`src/rtl/ifu_fetch_buffer.sv`:
```
`default_nettype none
// ============================================================================
//  Module   : ifu_fetch_buffer
//  Purpose  : Instruction-fetch front end. Owns the fetch PC, issues
//             sequential requests to instruction memory under a credit limit,
//             buffers returned words with their PC in an in-order FIFO for
//             decode, and flushes/restarts on an execute redirect.
//  Revision : 1.0 - initial release
// ============================================================================
module ifu_fetch_buffer #(
   parameter int unsigned DEPTH    = 4,
   parameter logic [31:0] RESET_PC = 32'h0000_0000
) (
   input  logic        clk,
   input  logic        rst,
   input  logic        redirect,
   input  logic [31:0] redirect_pc,
   output logic        imem_req,
   output logic [31:0] imem_addr,
   input  logic        imem_gnt,
   input  logic        imem_rvalid,
   input  logic [31:0] imem_rdata,
   output logic        id_valid,
   output logic [31:0] id_pc,
   output logic [31:0] id_instr,
   input  logic        id_ready
);

   localparam int c_PTR_W = $clog2(DEPTH);
   localparam int c_CNT_W = $clog2(DEPTH) + 1;

   logic [31:0]        r_fetch_pc;
   logic [c_CNT_W-1:0] r_inflight;
   logic [c_CNT_W-1:0] r_drop;
   logic [c_CNT_W-1:0] r_count;
   logic [c_PTR_W-1:0] r_wr_ptr;
   logic [c_PTR_W-1:0] r_rd_ptr;
   logic [c_PTR_W-1:0] r_pq_wr;
   logic [c_PTR_W-1:0] r_pq_rd;
   logic [31:0]        r_pq       [DEPTH];
   logic [31:0]        r_fifo_pc  [DEPTH];
   logic [31:0]        r_fifo_ins [DEPTH];

   logic               w_credit;
   logic               w_accept;
   logic               w_keep;
   logic               w_drop_resp;
   logic               w_pop;
   logic [c_CNT_W:0]   w_used;

   // Requests already in flight plus buffered entries may never exceed DEPTH,
   // which guarantees every kept response has a free FIFO slot.
   assign w_used      = {1'b0, r_inflight} + {1'b0, r_count};
   assign w_credit    = w_used < (c_CNT_W + 1)'(DEPTH);
   assign imem_req    = !rst && !redirect && w_credit;
   assign imem_addr   = r_fetch_pc;

   assign w_accept    = imem_req && imem_gnt;
   assign w_keep      = imem_rvalid && !redirect && (r_drop == '0);
   assign w_drop_resp = imem_rvalid && (r_drop != '0);
   assign w_pop       = id_valid && id_ready && !redirect;

   assign id_valid    = (r_count != '0);
   assign id_pc       = id_valid ? r_fifo_pc[r_rd_ptr]  : 32'h0;
   assign id_instr    = id_valid ? r_fifo_ins[r_rd_ptr] : 32'h0;

   // Control state: fetch PC, counters and queue pointers; redirect dominates.
   always_ff @(posedge clk or posedge rst) begin
      if (rst) begin
         r_fetch_pc <= RESET_PC;
         r_inflight <= '0;
         r_drop     <= '0;
         r_count    <= '0;
         r_wr_ptr   <= '0;
         r_rd_ptr   <= '0;
         r_pq_wr    <= '0;
         r_pq_rd    <= '0;
      end else if (redirect) begin
         // Everything still outstanding (less a response landing now) will
         // come back stale and must be discarded.
         r_fetch_pc <= redirect_pc;
         r_inflight <= r_inflight - c_CNT_W'(imem_rvalid);
         r_drop     <= r_inflight - c_CNT_W'(imem_rvalid);
         r_count    <= '0;
         r_wr_ptr   <= '0;
         r_rd_ptr   <= '0;
         r_pq_wr    <= '0;
         r_pq_rd    <= '0;
      end else begin
         if (w_accept) begin
            r_fetch_pc <= r_fetch_pc + 32'd4;
            r_pq_wr    <= r_pq_wr + c_PTR_W'(1);
         end
         if (w_keep) begin
            r_pq_rd  <= r_pq_rd + c_PTR_W'(1);
            r_wr_ptr <= r_wr_ptr + c_PTR_W'(1);
         end
         if (w_pop) begin
            r_rd_ptr <= r_rd_ptr + c_PTR_W'(1);
         end
         r_inflight <= r_inflight + c_CNT_W'(w_accept) - c_CNT_W'(imem_rvalid);
         r_drop     <= r_drop - c_CNT_W'(w_drop_resp);
         r_count    <= r_count + c_CNT_W'(w_keep) - c_CNT_W'(w_pop);
      end
   end

   // Data storage: pending-PC queue and instruction FIFO; validity is tracked
   // by the pointers and counters, so no reset is needed here.
   always_ff @(posedge clk) begin
      if (w_accept) begin
         r_pq[r_pq_wr] <= r_fetch_pc;
      end
      if (w_keep) begin
         r_fifo_pc[r_wr_ptr]  <= r_pq[r_pq_rd];
         r_fifo_ins[r_wr_ptr] <= imem_rdata;
      end
   end

endmodule
`default_nettype wire

```
`config.mk`:
```
export PLATFORM = sky130hd
export DESIGN_NAME = ifu_fetch_buffer
export DESIGN_NICKNAME = d
export VERILOG_FILES = /design/src/rtl/ifu_fetch_buffer.sv
export SDC_FILE = /design/constraint.sdc
export NUM_CORES = 1
export LEC_CHECK = 0
export BUFFER_PORTS_ARGS = -buffer_cell sky130_fd_sc_hd__buf_2
export CORE_MARGIN = 4
export CORE_UTILIZATION = 40
export CTS_CLUSTER_SIZE = 24
export DETAILED_ROUTE_END_ITERATION = 10
export PLACE_DENSITY = 0.67
export RECOVER_POWER = 25
export SETUP_SLACK_MARGIN = 0.2
export SLEW_MARGIN = 25
export SYNTH_ARGS = -nofsm -noshare
export SYNTH_HDL_FRONTEND = slang
export SYNTH_SLANG_ARGS = --single-unit
```
`constraint.sdc`:
```
create_clock -name clk -period 3.5 [get_ports clk]
set_input_delay 0.35 -clock clk [delete_from_list [all_inputs] [get_ports clk]]
set_output_delay 0.35 -clock clk [all_outputs]
set_load 0.005 [all_outputs]
```
# == After elaboration in Yosys (flattened, before gate mapping) ==
# Memories as Yosys holds them, arrays and structs flattened.
# Cells that the tools add are included.
# W data, S select, Z words.
# word_totals
register_bits,49
mem_bits_rw,384
inputBits,70
out_inout_bits,98
elab_cells,59
mem_count,3
# op_classes
add_sub_neg,12
order_cmp,1
muxes,19
n_reduce_logical,16
# memory_table
memory,depth,word_bits,read_ports,rd_clocked_by_memory_dff,write_ports,line_no,rtl
r_fifo_ins,4,32,1,0,1,42,logic [31:0] r_fifo_ins [DEPTH];
r_fifo_pc,4,32,1,0,1,41,logic [31:0] r_fifo_pc [DEPTH];
r_pq,4,32,1,0,1,40,logic [31:0] r_pq [DEPTH];
# ops
operator,n
$mux W32,4
$add A32 B3 Y32 const B,1
$mux W2,8
$sub A3 B1 Y3,4
$mux W3,3
$add A2 B1 Y2 const B,4
$logic_and A1 B1 Y1,8
$add A3 B1 Y3,2
$reduce_bool A2 Y1,3
$reduce_bool A3 Y1,2
$add A3 B3 Y4,1
$lt A4 B3 Y1 const B,1
$mux W1,4
$logic_not A3 Y1,1
$logic_not A1 Y1,2

# == Logic depth before layout (Yosys ltp) ==
# depth
ltp_word,7
depth_mapped,14

# == Least setup slack after synthesis ==
# No wires, ideal clock.
# synth_path
path_kind,reg-to-reg
start,reg r_inflight[2]
end,reg r_inflight[2]
setup_ps,79
arrival_ps,2946
slack_ps,475
stages_incl_launch_ff,15
n_path_buf,3
path_cell_list,dfrtp_1 ha_1 nor3_1 and4_1 buf_2 inv_1 buf_2 buf_1 ha_1 inv_1 ha_1 fa_1 xor2_1 o21ai_0 xor2_1
# synth_via
elab_chain_len,7
word_cells_on_any_way,8
classes_between,add/sub: 4; order compare: 1; mux: 1; reduce/logical: 2
# synth_rtl
item,line_no,rtl
"start, declared",33,logic [c_CNT_W-1:0] r_inflight;
"start signal, assigned",82,r_inflight <= r_inflight - c_CNT_W'(imem_rvalid);
"start signal, assigned",101,r_inflight <= r_inflight + c_CNT_W'(w_accept) - c_CNT_W'(imem_rvalid);
$add A3 B3 Y4,53,"assign w_used = {1'b0, r_inflight} + {1'b0, r_count};"
$lt A4 B3 Y1,54,assign w_credit = w_used < (c_CNT_W + 1)'(DEPTH);
$logic_and A1 B1 Y1,55,assign imem_req = !rst && !redirect && w_credit;
$logic_and A1 B1 Y1,58,assign w_accept = imem_req && imem_gnt;
$add A3 B1 Y3,101,
$sub A3 B1 Y3,101,
$mux W3 *,78,end else if (redirect) begin
# Every way passes the cells marked *; elsewhere a longest branch is shown, timed or not.
# A chain may end at the register's enable or synchronous reset.

# == Worst setup path after layout ==
# layout_path
start,reg r_rd_ptr[0]
end,out id_instr[30]
# layout_via
elab_chain_len,2
# layout_rtl
item,line_no,rtl
"start, declared",37,logic [c_PTR_W-1:0] r_rd_ptr;
"start signal, assigned",99,r_rd_ptr <= r_rd_ptr + c_PTR_W'(1);
$mem_v2 Z4 W32,n/a,
$mux W32,65,assign id_instr = id_valid ? r_fifo_ins[r_rd_ptr] : 32'h0;
"end, declared",25,"output logic [31:0] id_instr,"
# Every way passes these cells.

==> results.txt <==
----------------------------------------------------
[GRT]
  Via count of the first global-routing pass ... 9598
  Total routing resource utilization after global routing ... 15.6%
  First-pass GRT wire length ... 56600 um
  Maximum number of pins on one net before global-route repair ... 67
  GR Overflow Total ... 0
  Initial antenna violation count ... 0

[Synth]
  Netlist area before placement ... 17300 um^2
  Post-Synthesis Net Count ... 1006
  Yosys warnings ... 0
  FFs w/ async S/R, synth ... 11.3%
  Synthesized instance count ... 915
  Flop and latch count out of synthesis ... 433
  Sequential element share of the synthesized area ... 73.9%
  Library cells used by synthesis ... 42
  Number of flops mapped to enable cells by yosys ... 384
  Post-Synthesis Mean Instance Area ... 18.9 um^2
  Most used flip-flop cell after synthesis ... sky130_fd_sc_hd__edfxtp_1

[Power]
  Leakage power summed over all cells ... 7.18 nW
  Worst voltage drop across the vdd grid ... 0.328 mV
  NetSw ... 3.48 mW
  Sw Ratio ... 25.8%
  Power Internal ... 10.0 mW
  Portion of total power attributed to the clock network ... 33.8%
  Pwr/cell area ... 652 nW/um^2
  Sequential Power Share ... 47.4%
  Portion of total power attributed to combinational logic ... 18.8%

[Timing]
  Post-route setup slack ... 575 ps
  F_max ... 0.342 GHz
  Minimum clock period after layout ... 2920 ps
  Final clock period utilization by the worst path ... 83.6%
  RSZ-0062 raised after global routing ... false
  Setup_tns ... 0 ps
  Final number of setup-violating endpoints ... 0
  Worst-Margin Slew ... 972 ps
  Max-slew headroom ... 35.2%
  Hold Vio Cnt, Final ... 0
  Final Max Tran Viols ... 0
  Clock Skew ... 17.0 ps

[Floorplanning]
  Overall die width ... 216 um
  Floorplan core area ... 42300 um^2
  Starting utilization of the core area ... 40.8%
  Die H ... 216 um
  Total die area ... 46500 um^2
  I/O pins ... 168
  Standard-cell row count ... 75

[Critical path]
  Reg-to-reg startpoint ... r_inflight[2]
  Classification of the worst setup path ... register to primary output
  Worst setup path endpoint ... id_instr[30]
  Critical path endpoint category ... primary output
  Startpoint of the most critical setup path ... r_rd_ptr[0]
  R2R cell count ... 11
  Worst-path fanout max ... 25
  Data required time of the worst path ... 3150 ps
  Data arrival time of the critical path ... 2570 ps
  Capture point of the worst reg-to-reg path ... r_inflight[2]
  Launching element type of the critical path ... register
  Worst reg-to-reg setup slack ... 840 ps

[Clock tree]
  Worst-skew pair later-pin latency ... 560 ps
  Clock tree buffer depth ... 3
  Deepest level of the CTS H-tree ... 2
  Clock Pin Slew Worst Setup and Hold Paths ... 60 ps
  Total clock buffers created by CTS ... 45
  Post-CTS Setup Bufs ... 0
  Clock sink total ... 433
  Clock tree from TritonCTS ... yes
  Clock root cell ... sky130_fd_sc_hd__clkbuf_16

[Finish]
  Area of combinational cells with multiple inputs ... 4240 um^2
  Number of nets in the layout ... 1243
  Synth-to-layout area growth ... 20.1%
  Reg area ... 12800 um^2
  Proportion of layout cells with a drive suffix above 1 ... 28.7%
  Leading cell types in the layout, fill and taps excluded ... sky130_fd_sc_hd__edfxtp_1, sky130_fd_sc_hd__buf_2, sky130_fd_sc_hd__mux4_2, sky130_fd_sc_hd__and2_1, sky130_fd_sc_hd__nand2_1
  Diodes inserted ... 0
  Total non-filler cell area in the finished layout ... 20700 um^2
  Fillers ... 3518
  Most common cell after layout, fill and taps aside ... sky130_fd_sc_hd__edfxtp_1

[Detailed routing]
  Post-detailed-route wirelength per cell ... 20.5 um
  Detailed-route wire length ... 36100 um
  Via Count ... 9112
  DRC ... 0
  Antenna-violating nets left ... 0
  Iteration-0 DRC Markers ... 785
  Vias per inst ... 5.16
  DR pass1 iterations ... 5

[Placed design]
  Worst slack, placed ... 850 ps
  Final Wtd Congestion ... 0.772
  Detailed placer's ending HPWL ... 22100 um
  Port buffer count ... 167
  Standard cell area after detailed placement ... 18900 um^2

[Run status]
  Result of the run ... completed

[Job]
  Max Cap Violations ... 0

[Min path]
  Worst hold-check path type ... input pin to register

----------------------------------------------------
per-layer routing:
metal,up-vias,GRT usage [%],share of wire (%)
li1,4104,-,-
met1,4684,21.7,43
met2,281,25.7,49
met3,43,3.01,5.9
met4,0,3.80,1.7
met5,-,0,0
synthesized netlist by cell type, types with 4 or more instances:
library cell               instances  area [um^2]
sky130_fd_sc_hd__a221o_1           7         70.1
sky130_fd_sc_hd__xnor2_1           5         43.8
sky130_fd_sc_hd__edfxtp_1        384        11500
sky130_fd_sc_hd__a21oi_1           9         45.0
sky130_fd_sc_hd__xor2_1            9         78.8
sky130_fd_sc_hd__and2_1           73          457
sky130_fd_sc_hd__nor3_1            8         40.0
sky130_fd_sc_hd__ha_1             19          238
sky130_fd_sc_hd__or3_1             4         25.0
sky130_fd_sc_hd__mux2i_1           6         60.1
sky130_fd_sc_hd__o311ai_0          6         52.6
sky130_fd_sc_hd__a31oi_1           5         31.3
sky130_fd_sc_hd__buf_2            12         60.1
sky130_fd_sc_hd__nand4_1           7         43.8
sky130_fd_sc_hd__nand2_1          51          191
sky130_fd_sc_hd__dfrtp_1          49         1230
sky130_fd_sc_hd__buf_1             8         30.0
sky130_fd_sc_hd__o21ai_0          22          110
sky130_fd_sc_hd__and3_1            4         25.0
sky130_fd_sc_hd__clkbuf_1         27          101
sky130_fd_sc_hd__o211ai_1          8         60.1
sky130_fd_sc_hd__mux4_2           96         2160
sky130_fd_sc_hd__inv_1            21         78.8
sky130_fd_sc_hd__nand3_1          18         90.1
sky130_fd_sc_hd__or4_1             4         30.0
sky130_fd_sc_hd__nor2_1           26         97.6
metrics by stage:
| stage | power (mW) | instances | hold slack, ps | util (%) |
|---|---|---|---|---|
| finish | 13.5 | 1765 | 31.3 | 49.0 |
| global route | 14.2 | 1765 | 22.4 | 49.0 |
| CTS | 13.8 | 1765 | 0.547 | 49.1 |
| detailed placement | 9.12 | 1641 | 516 | 44.7 |
| global placement | 9.06 | 1641 | 511 | 44.7 |
| floorplan | 8.00 | 915 | 449 | - |
worst max-delay path, stage by stage (launching register included):
cell                      delay (ps)
sky130_fd_sc_hd__dfrtp_4         830
sky130_fd_sc_hd__buf_4           350
sky130_fd_sc_hd__mux4_2          530
sky130_fd_sc_hd__and2_1          170
sky130_fd_sc_hd__buf_2           120
kinds of logic (layout without fill, tap and decap cells):
| kind of cell | count (synthesis) | in the layout | synth area share (%) |
|---|---|---|---|
| compound gates | 63 | 63 | 2.43 |
| mux | 104 | 104 | 13.0 |
| buf+inv | 68 | 341 | 1.57 |
| xor+xnor | 14 | 14 | 0.711 |
| fa+ha+maj | 21 | 21 | 1.61 |
| flops | 433 | 433 | 73.9 |
| simple gates | 212 | 212 | 6.75 |
repair_timing:
action                                 in CTS  in global routing
resized for setup                           0                  0
endpoints found under the hold margin     179                  0
hold buffers                               41                  0
worst min-delay path by stage:
stage | end | from | cells after the start | slack [ps]
2_1_floorplan | r_fifo_ins[0][0] | imem_rdata[0] | 0 | 450
3_5_place_dp | r_inflight[1] | rst | 2 | 520
6_report | imem_addr[7] | redirect_pc[7] | 3 | 30
5_1_grt | imem_addr[2] | redirect_pc[2] | 2 | 20
4_1_cts | imem_addr[8] | redirect_pc[8] | 3 | 0.5
3_3_place_gp | r_inflight[2] | r_inflight[2] | 1 | 510
state kept, by name, indices dropped and copies added (netlist names):
register and flops:
imem_addr 32, r_count 3, r_drop 3, r_fifo_ins 128, r_fifo_pc 128, r_inflight 3
r_pq 128, r_pq_rd 2, r_pq_wr 2, r_rd_ptr 2, r_wr_ptr 2
area by class of cell:
cell class | count | share of cell area (%)
well taps | 577 | 3.48
inverters | 21 | 0.392
repair buffers | 237 | 7.17
clock buffers | 62 | 6.14
clock inverters | 21 | 0.749
flip-flops and latches | 433 | 61.6
multi-input cells | 414 | 20.5
power groups by stage:
stage	combinational, mW	sequential, mW	clock (mW)
after floorplan	1.72	6.28	0
after global placement	2.56	6.51	0
after detailed placement	2.59	6.52	0
after CTS	2.64	6.42	4.70
after global routing	2.83	6.46	4.94
final	2.54	6.41	4.57
(Power assumes the default switching activity.)
